==> src/rtl/bullet_pool_arbiter.sv <==
// bullet_pool_arbiter
//   Shared pool of bullet slots for the player tank (requester 0) and the AI
//   tanks. Fire requests are granted round-robin, at most one per Clk. A grant
//   needs the requester's cooldown to be zero, a valid direction and a free
//   slot. Once per frame tick every active bullet moves STEP pixels, and is
//   freed instead if the move would take it off screen. The collision logic
//   can free a slot at any time through hit_clear.
//
//   Optional build macro BULLET_ARB_ONE_PER_OWNER_EN: when defined, a
//   requester that already owns an active slot is not eligible, so each tank
//   has at most one bullet in flight.
//
// Ports
//   Clk, Reset          system clock; synchronous active-high reset
//   frame_clk           ~60 Hz frame clock, edge-detected internally
//   fire_req            level fire request per requester
//   req_x, req_y        requester tank positions, 10 bits per requester
//   req_dir             requester direction, 3 bits each (1 up 2 right 3 left 4 down)
//   hit_clear           frees slot s (ignored for inactive slots)
//   DrawX, DrawY        pixel currently being drawn
//   fire_grant          one-cycle grant pulse per requester
//   slot_active         per-slot valid
//   slot_x, slot_y      per-slot bullet position, 10 bits per slot
//   slot_owner          per-slot owning requester, OW bits per slot
//   is_bullet           current pixel lies in an active bullet
//   bullet_owner        owner of the lowest-index matching slot, 0 otherwise
module bullet_pool_arbiter #(
  parameter int NUM_REQ     = 4,
  parameter int NUM_SLOTS   = 4,
  parameter int COOLDOWN    = 30,
  parameter int STEP        = 4,
  parameter int SPAWN_OFS   = 16,
  parameter int BULLET_SIZE = 4,
  parameter int X_MAX       = 639,
  parameter int Y_MAX       = 479,
  localparam int OW = (NUM_REQ > 1) ? $clog2(NUM_REQ) : 1
) (
  input  logic                      Clk,
  input  logic                      Reset,
  input  logic                      frame_clk,
  input  logic [NUM_REQ-1:0]        fire_req,
  input  logic [NUM_REQ*10-1:0]     req_x,
  input  logic [NUM_REQ*10-1:0]     req_y,
  input  logic [NUM_REQ*3-1:0]      req_dir,
  input  logic [NUM_SLOTS-1:0]      hit_clear,
  input  logic [9:0]                DrawX,
  input  logic [9:0]                DrawY,
  output logic [NUM_REQ-1:0]        fire_grant,
  output logic [NUM_SLOTS-1:0]      slot_active,
  output logic [NUM_SLOTS*10-1:0]   slot_x,
  output logic [NUM_SLOTS*10-1:0]   slot_y,
  output logic [NUM_SLOTS*OW-1:0]   slot_owner,
  output logic                      is_bullet,
  output logic [OW-1:0]             bullet_owner
);

  localparam int CW = (COOLDOWN > 0) ? $clog2(COOLDOWN + 1) : 1;
  localparam int SW = (NUM_SLOTS > 1) ? $clog2(NUM_SLOTS) : 1;

  logic                 frame_d1_q, frame_d1_d;
  logic                 frame_tick_q, frame_tick_d;
  logic [NUM_SLOTS-1:0] active_q, active_d;
  logic [9:0]           x_q     [NUM_SLOTS];
  logic [9:0]           x_d     [NUM_SLOTS];
  logic [9:0]           y_q     [NUM_SLOTS];
  logic [9:0]           y_d     [NUM_SLOTS];
  logic [2:0]           dir_q   [NUM_SLOTS];
  logic [2:0]           dir_d   [NUM_SLOTS];
  logic [OW-1:0]        owner_q [NUM_SLOTS];
  logic [OW-1:0]        owner_d [NUM_SLOTS];
  logic [CW-1:0]        cd_q    [NUM_REQ];
  logic [CW-1:0]        cd_d    [NUM_REQ];
  logic [OW-1:0]        rr_ptr_q, rr_ptr_d;
  logic [NUM_REQ-1:0]   fire_grant_q, fire_grant_d;

  // Arbitration signals
  logic                 free_any;
  logic [SW-1:0]        free_idx;
  logic [NUM_REQ-1:0]   eligible;
  logic [NUM_REQ-1:0]   owns;
  logic                 grant_any;
  logic [OW-1:0]        grant_idx;
  logic [9:0]           sel_x, sel_y;
  logic [2:0]           sel_dir;

  // Free-slot search and round-robin pick, all from registered state so a
  // slot released this cycle only becomes usable next cycle.
  always_comb begin
    int idx;
    logic [2:0] d;
    idx       = 0;
    d         = '0;
    free_any  = 1'b0;
    free_idx  = '0;
    owns      = '0;
    eligible  = '0;
    grant_any = 1'b0;
    grant_idx = '0;

    for (int s = NUM_SLOTS - 1; s >= 0; s--) begin
      if (!active_q[s]) begin
        free_any = 1'b1;
        free_idx = SW'(s);
      end
    end

`ifdef BULLET_ARB_ONE_PER_OWNER_EN
    for (int s = 0; s < NUM_SLOTS; s++) begin
      if (active_q[s]) owns[owner_q[s]] = 1'b1;
    end
`endif

    for (int i = 0; i < NUM_REQ; i++) begin
      d = req_dir[3*i +: 3];
      eligible[i] = fire_req[i] && (cd_q[i] == '0) && (d != 3'd0) &&
                    (d <= 3'd4) && free_any && !owns[i];
    end

    for (int k = 0; k < NUM_REQ; k++) begin
      idx = int'(rr_ptr_q) + k;
      if (idx >= NUM_REQ) idx = idx - NUM_REQ;
      if (!grant_any && eligible[idx]) begin
        grant_any = 1'b1;
        grant_idx = OW'(idx);
      end
    end
  end

  always_comb begin
    sel_x   = req_x[10*grant_idx +: 10];
    sel_y   = req_y[10*grant_idx +: 10];
    sel_dir = req_dir[3*grant_idx +: 3];
  end

  // Next-state: frame edge, grant, cooldowns and per-slot update
  always_comb begin
    logic [10:0] x11, y11;
    x11          = '0;
    y11          = '0;
    frame_d1_d   = frame_clk;
    frame_tick_d = frame_clk & ~frame_d1_q;
    fire_grant_d = '0;
    rr_ptr_d     = rr_ptr_q;

    if (grant_any) begin
      fire_grant_d[grant_idx] = 1'b1;
      rr_ptr_d = (int'(grant_idx) == NUM_REQ - 1) ? '0 : grant_idx + OW'(1);
    end

    // A fresh grant reloads the full cooldown even on a tick cycle.
    for (int i = 0; i < NUM_REQ; i++) begin
      cd_d[i] = cd_q[i];
      if (grant_any && grant_idx == OW'(i))
        cd_d[i] = CW'(COOLDOWN);
      else if (frame_tick_q && cd_q[i] != '0)
        cd_d[i] = cd_q[i] - CW'(1);
    end

    // Per slot: load > hit_clear > motion/free > hold. The load target is
    // always an inactive slot, so hit_clear on it is ignored anyway.
    for (int s = 0; s < NUM_SLOTS; s++) begin
      active_d[s] = active_q[s];
      x_d[s]      = x_q[s];
      y_d[s]      = y_q[s];
      dir_d[s]    = dir_q[s];
      owner_d[s]  = owner_q[s];
      x11         = {1'b0, x_q[s]};
      y11         = {1'b0, y_q[s]};
      if (grant_any && free_idx == SW'(s)) begin
        active_d[s] = 1'b1;
        x_d[s]      = sel_x + 10'(SPAWN_OFS);
        y_d[s]      = sel_y + 10'(SPAWN_OFS);
        dir_d[s]    = sel_dir;
        owner_d[s]  = grant_idx;
      end else if (hit_clear[s] && active_q[s]) begin
        active_d[s] = 1'b0;
      end else if (frame_tick_q && active_q[s]) begin
        // 11-bit compares so the off-screen test cannot wrap.
        case (dir_q[s])
          3'd1: if (y11 < 11'(STEP)) active_d[s] = 1'b0;
                else y_d[s] = y_q[s] - 10'(STEP);
          3'd2: if (x11 + 11'(STEP) > 11'(X_MAX)) active_d[s] = 1'b0;
                else x_d[s] = x_q[s] + 10'(STEP);
          3'd3: if (x11 < 11'(STEP)) active_d[s] = 1'b0;
                else x_d[s] = x_q[s] - 10'(STEP);
          3'd4: if (y11 + 11'(STEP) > 11'(Y_MAX)) active_d[s] = 1'b0;
                else y_d[s] = y_q[s] + 10'(STEP);
          default: ;
        endcase
      end
    end
  end

  always_ff @(posedge Clk) begin
    if (Reset) begin
      frame_d1_q   <= 1'b0;
      frame_tick_q <= 1'b0;
      active_q     <= '0;
      rr_ptr_q     <= '0;
      fire_grant_q <= '0;
      for (int s = 0; s < NUM_SLOTS; s++) begin
        x_q[s]     <= '0;
        y_q[s]     <= '0;
        dir_q[s]   <= '0;
        owner_q[s] <= '0;
      end
      for (int i = 0; i < NUM_REQ; i++) cd_q[i] <= '0;
    end else begin
      frame_d1_q   <= frame_d1_d;
      frame_tick_q <= frame_tick_d;
      active_q     <= active_d;
      rr_ptr_q     <= rr_ptr_d;
      fire_grant_q <= fire_grant_d;
      for (int s = 0; s < NUM_SLOTS; s++) begin
        x_q[s]     <= x_d[s];
        y_q[s]     <= y_d[s];
        dir_q[s]   <= dir_d[s];
        owner_q[s] <= owner_d[s];
      end
      for (int i = 0; i < NUM_REQ; i++) cd_q[i] <= cd_d[i];
    end
  end

  // Render hit test; descending scan so the lowest-index match wins.
  always_comb begin
    logic signed [10:0] dx, dy;
    dx           = '0;
    dy           = '0;
    is_bullet    = 1'b0;
    bullet_owner = '0;
    for (int s = NUM_SLOTS - 1; s >= 0; s--) begin
      dx = $signed({1'b0, DrawX}) - $signed({1'b0, x_q[s]});
      dy = $signed({1'b0, DrawY}) - $signed({1'b0, y_q[s]});
      if (active_q[s] && dx >= 0 && dx < $signed(11'(BULLET_SIZE)) &&
          dy >= 0 && dy < $signed(11'(BULLET_SIZE))) begin
        is_bullet    = 1'b1;
        bullet_owner = owner_q[s];
      end
    end
  end

  always_comb begin
    fire_grant  = fire_grant_q;
    slot_active = active_q;
    for (int s = 0; s < NUM_SLOTS; s++) begin
      slot_x[10*s +: 10]     = x_q[s];
      slot_y[10*s +: 10]     = y_q[s];
      slot_owner[OW*s +: OW] = owner_q[s];
    end
  end

endmodule

==> config.mk <==
export PLATFORM = sky130hd
export DESIGN_NAME = bullet_pool_arbiter
export DESIGN_NICKNAME = d
export VERILOG_FILES = /design/src/rtl/bullet_pool_arbiter.sv
export SDC_FILE = /design/constraint.sdc
export NUM_CORES = 1
export LEC_CHECK = 0
export ABC_CLOCK_PERIOD_IN_PS = 6000
export BUFFER_PORTS_ARGS = -buffer_cell sky130_fd_sc_hd__buf_2
export CAP_MARGIN = 20
export CORE_MARGIN = 5
export CORE_UTILIZATION = 58
export CTS_CLUSTER_DIAMETER = 50
export DETAILED_ROUTE_END_ITERATION = 16
export HOLD_SLACK_MARGIN = 0.1
export PLACE_DENSITY = 0.87
export REMOVE_ABC_BUFFERS = 1
export SYNTH_ARGS = -nofsm -noshare
export SYNTH_HDL_FRONTEND = slang
export SYNTH_SLANG_ARGS = --single-unit
==> constraint.sdc <==
create_clock -name Clk -period 6 [get_ports Clk]
set_clock_uncertainty 0.15 [all_clocks]
set_input_delay 1.2 -clock Clk [delete_from_list [all_inputs] [get_ports Clk]]
set_output_delay 1.2 -clock Clk [all_outputs]
set_load 0.01 [all_outputs]
==> impl_metrics.prom, run 1 <==
# TYPE chip_impl_metric gauge
chip_impl_info{name="status",value="finished clean"} 1
chip_impl_metric{name="dr_wl_met2",unit="mm"} 18.2
chip_impl_metric{name="number_of_enable_flip_flop_cells_after_synthesis",unit=""} 0
chip_impl_metric{name="vias_per_cell",unit=""} 6.24
chip_impl_metric{name="max-slew-margin-rel",unit=""} 0.336
chip_impl_metric{name="max_stage_delay",unit="ns"} 0.66
chip_impl_metric{name="maxCapViolCount",unit=""} 0
chip_impl_metric{name="grt_pass1_wl",unit="mm"} 64.2
chip_impl_metric{name="route.antenna.remaining_nets",unit=""} 0
chip_impl_metric{name="cts.path.max_buffers",unit=""} 2
chip_impl_metric{name="iter_0_drt_violations",unit=""} 1246
chip_impl_metric{name="clkTransAtPathRegs",unit="ns"} 0.06
chip_impl_metric{name="p_per_area",unit="nW/um^2"} 416
chip_impl_info{name="ys.flop_type",value="sky130_fd_sc_hd__dfxtp_1"} 1
chip_impl_metric{name="die_h",unit="um"} 156
chip_impl_metric{name="synth_area",unit="sq um"} 12400
chip_impl_metric{name="via_count",unit=""} 13400
chip_impl_metric{name="worst_ep_arrival_time",unit="ns"} 4.21
chip_impl_info{name="crit_path_cell_chain",value="buf_2, ha_1, nor2b_1, o21a_1, o21ai_0, a21oi_1, o21a_1, a2111o_1, a2111oi_0, nand3b_1, nand3_1, o2bb2ai_1, buf_2"} 1
chip_impl_info{name="crit_type",value="input pin to output pin"} 1
chip_impl_metric{name="syn-mean-instance-area",unit="sq um"} 7.44
chip_impl_metric{name="die-area",unit="sq um"} 24400
chip_impl_info{name="crit-reg2reg-launch",value="cd_q[2][0]$_SDFFE_PP0P_"} 1
chip_impl_metric{name="global_route.overflow_total",unit=""} 0
chip_impl_metric{name="clock_latency",unit="ns"} 0.43
chip_impl_metric{name="detailedPlacementHpwl",unit="mm"} 31.9
chip_impl_metric{name="fmax",unit="MHz"} 180
chip_impl_metric{name="drc",unit=""} 0
chip_impl_metric{name="totalPowerFinal",unit="W"} 0.00595
chip_impl_metric{name="layout.core_utilization",unit=""} 0.679
chip_impl_metric{name="worst-path-max-fanout",unit=""} 4
chip_impl_metric{name="pin_count_of_the_biggest_net_entering_global_routing",unit=""} 75
chip_impl_info{name="path_delay_family",value="compound AO/OA/AOI/OAI gates"} 1
chip_impl_metric{name="power.share.sequential",unit=""} 0.237
chip_impl_metric{name="drt-met1-wl",unit="mm"} 17.5
chip_impl_metric{name="fillerInstances",unit=""} 1835
chip_impl_metric{name="drt-total-wl",unit="mm"} 40.8
chip_impl_metric{name="cts_setup_buffers",unit=""} 0
chip_impl_metric{name="final.setup.tns",unit="ns"} 0
chip_impl_metric{name="num_io_pins",unit=""} 222
chip_impl_info{name="holdCritStartpoint",value="frame_d1_q$_SDFF_PP0_"} 1
chip_impl_info{name="setup.worst_path.start_class",value="input pin"} 1
chip_impl_metric{name="sequential_area_share_after_synthesis",unit=""} 0.213
chip_impl_metric{name="timing.final.hold_violations",unit=""} 0
chip_impl_info{name="cts_root_buffer_type",value="sky130_fd_sc_hd__clkbuf_16"} 1
chip_impl_metric{name="detailed_router_iteration_count_before_antenna_repair",unit=""} 5
chip_impl_metric{name="floorplan.core_area",unit="sq um"} 21000
chip_impl_metric{name="postCtsHoldBufs",unit=""} 0
chip_impl_metric{name="synth-async-reset-ratio",unit=""} 0
chip_impl_metric{name="vdd_drop_max",unit="mV"} 0.348
chip_impl_metric{name="critPathBufInv",unit=""} 2
chip_impl_info{name="top_layer",value="met5"} 1
chip_impl_info{name="hold_class",value="flop to flop"} 1
chip_impl_metric{name="stdcell_area",unit="sq um"} 14300
chip_impl_metric{name="die_width",unit="um"} 156
chip_impl_metric{name="p_comb_frac",unit=""} 0.583
chip_impl_metric{name="placed_area",unit="sq um"} 13700
chip_impl_metric{name="cts.sinks",unit=""} 132
chip_impl_info{name="critPathCaptureType",value="output pin"} 1
chip_impl_info{name="worst_setup_path_startpoint",value="DrawX[1]"} 1
chip_impl_metric{name="postCtsResizedCells",unit=""} 0
chip_impl_metric{name="finalWeightedCongestion",unit=""} 0.964
chip_impl_info{name="rsz0062_at_grt",value="no"} 1
chip_impl_metric{name="report.final.setup_viol",unit=""} 0
chip_impl_metric{name="finish.net_count",unit=""} 2093
chip_impl_metric{name="power.static_leakage",unit="nW"} 5.94
chip_impl_metric{name="finalCritPeriodShare",unit=""} 0.927
chip_impl_metric{name="p_clk_frac",unit=""} 0.180
chip_impl_metric{name="h-tree-depth",unit=""} 4
chip_impl_metric{name="core.rowCount",unit=""} 53
chip_impl_metric{name="post_synth_inst_count",unit=""} 1668
chip_impl_metric{name="yosysWarnings",unit=""} 0
chip_impl_metric{name="min_period",unit="ns"} 5.56
chip_impl_metric{name="layout-area-overhead-vs-synth",unit="%"} 15.2
chip_impl_metric{name="numPortBuffers",unit=""} 221
chip_impl_metric{name="intPower",unit="W"} 0.00298
chip_impl_metric{name="postSynthRegisterBits",unit=""} 132
chip_impl_metric{name="wl_met3",unit="mm"} 3.57
chip_impl_info{name="tritoncts",value="built"} 1
chip_impl_metric{name="swShare",unit=""} 0.499
chip_impl_info{name="crit_slowest_cell",value="sky130_fd_sc_hd__a2111oi_0"} 1
chip_impl_metric{name="number_of_max_slew_violations_in_the_final_report",unit=""} 0
chip_impl_metric{name="multi_input_comb_area",unit="sq um"} 9040
chip_impl_metric{name="first_global_vias",unit=""} 12100
chip_impl_metric{name="initial_utilization",unit=""} 0.590
chip_impl_metric{name="total_global_route_track_usage",unit=""} 0.324
chip_impl_metric{name="yosys.cell_types.count",unit=""} 96
chip_impl_metric{name="layout.area.seq",unit="sq um"} 2640
chip_impl_metric{name="antenna_found_initial",unit=""} 2
chip_impl_metric{name="post_route_cells_drive_above_1_share",unit=""} 0.174
chip_impl_metric{name="net-switching-power",unit="W"} 0.00296
chip_impl_metric{name="post_drt_wl_per_cell",unit="um"} 19.1
chip_impl_metric{name="critPathRequiredTime",unit="ns"} 4.65
chip_impl_metric{name="tightest_slew",unit="ns"} 0.993
chip_impl_metric{name="cts_buffers",unit=""} 17
metrics by stage:
stage	hold WS, ns	setup WS, ns	instances
after global routing	0.256	0.269	2141
after floorplan	0.217	0.983	1595
after detailed placement	0.227	0.471	2108
after global placement	0.222	0.535	2108
after CTS	0.243	0.448	2140
final	0.240	0.436	2141
worst paths after layout:
kind	to	slack, ns	depth (start not counted)
min reg2reg	frame_tick_q$_SDFF_PP0_	0.24	1
max reg2reg	y_q[0][6]$_SDFFE_PP0P_	1.77	15
min	frame_tick_q$_SDFF_PP0_	0.24	1
max	bullet_owner[0]	0.44	13
sequential cells by signal (all words and copies together) (netlist names):
signal,flops
rr_ptr_q,2
frame_tick_q,1
x_q,40
fire_grant,4
dir_q,12
owner_q,8
slot_active,4
frame_d1_q,1
y_q,40
cd_q,20
cells by family (layout without fill, tap and decap cells):
logic type,after synthesis,count (layout),synth area share
simple gates,659,659,0.269
compound gates,430,430,0.231
fa+ha+maj,118,118,0.119
xor+xnor,80,80,0.0571
flops,132,132,0.213
buf+inv,188,385,0.0595
mux,61,61,0.0514
other cells,0,1,0
per-layer routing:
layer	global-route usage	up-vias
li1	-	6443
met2	0.506	683
met3	0.0456	102
met1	0.454	6135
met5	0	-
met4	0.123	2
power by group through the flow:
stage               clock (W)  combinational (W)  sequential, W
floorplan                   0            0.00225        0.00138
global placement            0            0.00332        0.00141
detailed placement          0            0.00340        0.00141
CTS                   0.00107            0.00342        0.00140
global route          0.00111            0.00377        0.00144
finish                0.00107            0.00347        0.00141
synth_stat cells (12+ instances only):
master                       n  area (sq um)
sky130_fd_sc_hd__a211oi_1   31           233
sky130_fd_sc_hd__a21o_1     12          90.1
sky130_fd_sc_hd__a21oi_1   119           596
sky130_fd_sc_hd__a31oi_1    20           125
sky130_fd_sc_hd__and3_1     13          81.3
sky130_fd_sc_hd__clkbuf_1   60           225
sky130_fd_sc_hd__dfxtp_1   132          2640
sky130_fd_sc_hd__ha_1      118          1480
sky130_fd_sc_hd__inv_1     113           424
sky130_fd_sc_hd__mux2_2     18           203
sky130_fd_sc_hd__mux2i_1    42           420
sky130_fd_sc_hd__nand2_1   151           567
sky130_fd_sc_hd__nand2b_1   18           113
sky130_fd_sc_hd__nand3_1    52           260
sky130_fd_sc_hd__nand4_1    34           213
sky130_fd_sc_hd__nor2_1    184           691
sky130_fd_sc_hd__nor2b_1    26           163
sky130_fd_sc_hd__nor3_1     54           270
sky130_fd_sc_hd__nor3b_1    14           105
sky130_fd_sc_hd__nor4_1     24           150
sky130_fd_sc_hd__o211ai_1   13          97.6
sky130_fd_sc_hd__o21a_1     33           248
sky130_fd_sc_hd__o21ai_0    71           355
sky130_fd_sc_hd__o22ai_1    19           119
sky130_fd_sc_hd__or3_1      19           119
sky130_fd_sc_hd__xnor2_1    57           499
sky130_fd_sc_hd__xor2_1     22           193
cell type report:
| cell class | count | share of cell area |
|---|---|---|
| multi-input cells | 1348 | 0.633 |
| flip-flops and latches | 132 | 0.185 |
| repair buffers | 238 | 0.0865 |
| diodes | 1 | 0.000175 |
| inverters | 115 | 0.0307 |
| clock buffers | 18 | 0.0300 |
| well taps | 275 | 0.0241 |
| clock inverters | 14 | 0.0107 |
layout by cell type, fill, tap and decap left out, drive strengths merged, types with 35 or more instances in the layout:
master | netlist | layout
buf | 12 | 238
nor2 | 188 | 188
nand2 | 151 | 151
dfxtp | 132 | 132
a21oi | 120 | 120
ha | 118 | 118
inv | 115 | 118
o21ai | 72 | 72
xnor2 | 58 | 58
nor3 | 54 | 54
nand3 | 52 | 52
mux2i | 42 | 42
nand4 | 35 | 35
No activity file was read; power rests on OpenSTA's default activity.
==> run 2, diff against run 1 <==
--- a/config.mk
+++ b/config.mk
@@ -5,15 +5,15 @@
 export SDC_FILE = /design/constraint.sdc
 export NUM_CORES = 1
 export LEC_CHECK = 0
-export ABC_CLOCK_PERIOD_IN_PS = 6000
+export ABC_CLOCK_PERIOD_IN_PS = 5100
 export BUFFER_PORTS_ARGS = -buffer_cell sky130_fd_sc_hd__buf_2
 export CAP_MARGIN = 20
 export CORE_MARGIN = 5
-export CORE_UTILIZATION = 58
+export CORE_UTILIZATION = 52
 export CTS_CLUSTER_DIAMETER = 50
 export DETAILED_ROUTE_END_ITERATION = 16
 export HOLD_SLACK_MARGIN = 0.1
-export PLACE_DENSITY = 0.87
+export PLACE_DENSITY = 0.83
 export REMOVE_ABC_BUFFERS = 1
 export SYNTH_ARGS = -nofsm -noshare
 export SYNTH_HDL_FRONTEND = slang
==> constraint.sdc (replaced) <==
create_clock -name Clk -period 5.1 [get_ports Clk]
set_clock_uncertainty 0.15 [all_clocks]
set_input_delay 1.02 -clock Clk [delete_from_list [all_inputs] [get_ports Clk]]
set_output_delay 1.02 -clock Clk [all_outputs]
set_load 0.01 [all_outputs]
==> impl_metrics.prom, run 2 (same netlist as run 1, synthesis figures left out) <==
# TYPE chip_impl_metric gauge
chip_impl_metric{name="route.antenna.remaining_nets",unit=""} 0
chip_impl_metric{name="min_period",unit="ns"} 5.08
chip_impl_metric{name="iter_0_drt_violations",unit=""} 1399
chip_impl_metric{name="finalWeightedCongestion",unit=""} 0.982
chip_impl_metric{name="die_width",unit="um"} 164
chip_impl_metric{name="rrSetupSlack",unit="ns"} 0.91
chip_impl_info{name="status",value="finished clean"} 1
chip_impl_metric{name="fillerInstances",unit=""} 2066
chip_impl_metric{name="tightest_slew",unit="ns"} 0.886
chip_impl_metric{name="detailed_router_iteration_count_before_antenna_repair",unit=""} 6
chip_impl_metric{name="final.setup.tns",unit="ns"} 0
chip_impl_metric{name="max_stage_delay",unit="ns"} 0.62
chip_impl_metric{name="global_route.overflow_total",unit=""} 0
chip_impl_metric{name="critPathBufInv",unit=""} 3
chip_impl_metric{name="maxCapViolCount",unit=""} 0
chip_impl_metric{name="via_count",unit=""} 13700
chip_impl_metric{name="h-tree-depth",unit=""} 4
chip_impl_info{name="rsz0062_at_grt",value="yes"} 1
chip_impl_metric{name="worst-path-max-fanout",unit=""} 4
chip_impl_metric{name="initial_utilization",unit=""} 0.528
chip_impl_metric{name="numPortBuffers",unit=""} 221
chip_impl_metric{name="timing.final.hold_violations",unit=""} 0
chip_impl_metric{name="grt_pass1_wl",unit="mm"} 64.6
chip_impl_metric{name="power.static_leakage",unit="nW"} 6.07
chip_impl_metric{name="total_global_route_track_usage",unit=""} 0.298
chip_impl_info{name="largest_registers",value="x_q x40, y_q x40, cd_q x20"} 1
chip_impl_metric{name="fmax",unit="MHz"} 197
chip_impl_metric{name="die_h",unit="um"} 164
chip_impl_info{name="tritoncts",value="built"} 1
chip_impl_metric{name="finish.net_count",unit=""} 2112
chip_impl_metric{name="layout.cells.non_filler",unit=""} 2205
chip_impl_info{name="crit_path_cell_chain",value="buf_4, ha_1, nor2b_1, o21a_1, o41ai_1, o2111a_1, o221ai_1, a2111oi_0, buf_4, nand3b_1, nand3_2, o2bb2ai_2, buf_2"} 1
chip_impl_info{name="cp_common_cell",value="sky130_fd_sc_hd__buf_4"} 1
chip_impl_metric{name="report.final.setup_viol",unit=""} 0
chip_impl_info{name="setup.worst_path.start_class",value="input pin"} 1
chip_impl_metric{name="critPathRequiredTime",unit="ns"} 3.93
chip_impl_info{name="cts_root_buffer_type",value="sky130_fd_sc_hd__clkbuf_16"} 1
chip_impl_metric{name="cts_buffers",unit=""} 17
chip_impl_metric{name="die-area",unit="sq um"} 27000
chip_impl_metric{name="finalCritPeriodShare",unit=""} 0.995
chip_impl_metric{name="detailedPlacementHpwl",unit="mm"} 32.7
chip_impl_info{name="crit_slowest_cell",value="sky130_fd_sc_hd__o41ai_1"} 1
chip_impl_metric{name="clkTransAtPathRegs",unit="ns"} 0.06
chip_impl_info{name="hold_class",value="flop to flop"} 1
chip_impl_metric{name="placed_cells",unit=""} 2165
chip_impl_metric{name="clock_latency",unit="ns"} 0.43
chip_impl_info{name="layout_commonest_cell",value="sky130_fd_sc_hd__buf_2"} 1
chip_impl_info{name="layout_common_cells",value="sky130_fd_sc_hd__buf_2 (219), sky130_fd_sc_hd__nor2_1 (184), sky130_fd_sc_hd__nand2_1 (151), sky130_fd_sc_hd__dfxtp_1 (132), sky130_fd_sc_hd__a21oi_1 (118)"} 1
chip_impl_metric{name="vdd_drop_max",unit="mV"} 0.317
chip_impl_metric{name="antenna_found_initial",unit=""} 3
chip_impl_metric{name="pin_count_of_the_biggest_net_entering_global_routing",unit=""} 70
chip_impl_info{name="crit_type",value="input pin to output pin"} 1
chip_impl_metric{name="post_route_cells_drive_above_1_share",unit=""} 0.190
chip_impl_info{name="path_delay_family",value="compound AO/OA/AOI/OAI gates"} 1
chip_impl_metric{name="layout-area-overhead-vs-synth",unit="%"} 17.8
chip_impl_metric{name="p_per_area",unit="nW/um^2"} 495
chip_impl_metric{name="drt-total-wl",unit="mm"} 42.4
chip_impl_metric{name="cts.sinks",unit=""} 132
chip_impl_metric{name="vias_per_cell",unit=""} 6.20
chip_impl_metric{name="first_global_vias",unit=""} 12300
chip_impl_metric{name="worst_ep_arrival_time",unit="ns"} 3.91
chip_impl_metric{name="number_of_max_slew_violations_in_the_final_report",unit=""} 0
chip_impl_metric{name="post_drt_wl_per_cell",unit="um"} 19.2
chip_impl_metric{name="cts.path.max_buffers",unit=""} 2
chip_impl_info{name="critPathCaptureType",value="output pin"} 1
chip_impl_metric{name="core.rowCount",unit=""} 56
chip_impl_metric{name="num_io_pins",unit=""} 222
chip_impl_metric{name="max-slew-margin-rel",unit=""} 0.407
chip_impl_metric{name="postCtsHoldBufs",unit=""} 0
chip_impl_metric{name="drc",unit=""} 0
chip_impl_metric{name="floorplan.core_area",unit="sq um"} 23500
[run 2: repair_timing]
item	4_1_cts	5_1_grt
pin swaps	0	12
setup endpoints to repair	2	3
setup buffers	0	6
resized for setup	1	20
[run 2: path summary, 6_finish.rpt]
| check | cells past startpoint | from | endpoint |
|---|---|---|---|
| setup / recovery | 13 | DrawX[1] | bullet_owner[0] |
| setup reg to reg | 13 | cd_q[1][0]$_SDFFE_PP0P_ | y_q[3][9]$_SDFFE_PP0P_ |
| hold / removal | 1 | frame_d1_q$_SDFF_PP0_ | frame_tick_q$_SDFF_PP0_ |
| hold reg to reg | 1 | frame_d1_q$_SDFF_PP0_ | frame_tick_q$_SDFF_PP0_ |
[run 2: where the power goes]
group | leakage [nW] | switching, W | internal, W | total, W
clock | 0.288 | 0.000529 | 0.000775 | 0.00130
combinational | 4.71 | 0.00265 | 0.00161 | 0.00425
sequential | 1.07 | 0.000401 | 0.00127 | 0.00167
[run 2: per-layer routing]
layer | track usage | routed length [um] | vias up | share of wire
li1 | - | - | 6500 | -
met1 | 0.395 | 17700 | 6332 | 0.42
met2 | 0.461 | 18800 | 692 | 0.44
met3 | 0.0557 | 3530 | 149 | 0.083
met4 | 0.158 | 2370 | 4 | 0.056
met5 | 0 | 27 | - | 0.00064
[run 2: area by class of cell]
cell class | count | area, sq um | area share
timing repair buffer | 257 | 1380 | 0.0946
sequential | 132 | 2640 | 0.181
clock buffer | 18 | 429 | 0.0294
clock inverter | 14 | 175 | 0.0120
multi-input combinational | 1348 | 9140 | 0.625
antenna | 2 | 5.00 | 0.000343
inverter | 115 | 439 | 0.0301
tap | 319 | 399 | 0.0273
[run 2: through the flow]
stage / cell area (sq um) / utilization / setup WS [ns] / total power [W] / hold slack [ns]
6_report: 14600 / 0.622 / 0.0246 / 0.00723 / 0.243
3_3_place_gp: 13900 / 0.590 / 0.101 / 0.00567 / 0.223
4_1_cts: 14500 / 0.616 / 0.0431 / 0.00710 / 0.244
2_1_floorplan: 12100 / - / 0.443 / 0.00428 / 0.217
3_5_place_dp: 13900 / 0.590 / 0.0147 / 0.00577 / 0.235
5_1_grt: 14600 / 0.622 / -0.0231 / 0.00764 / 0.267
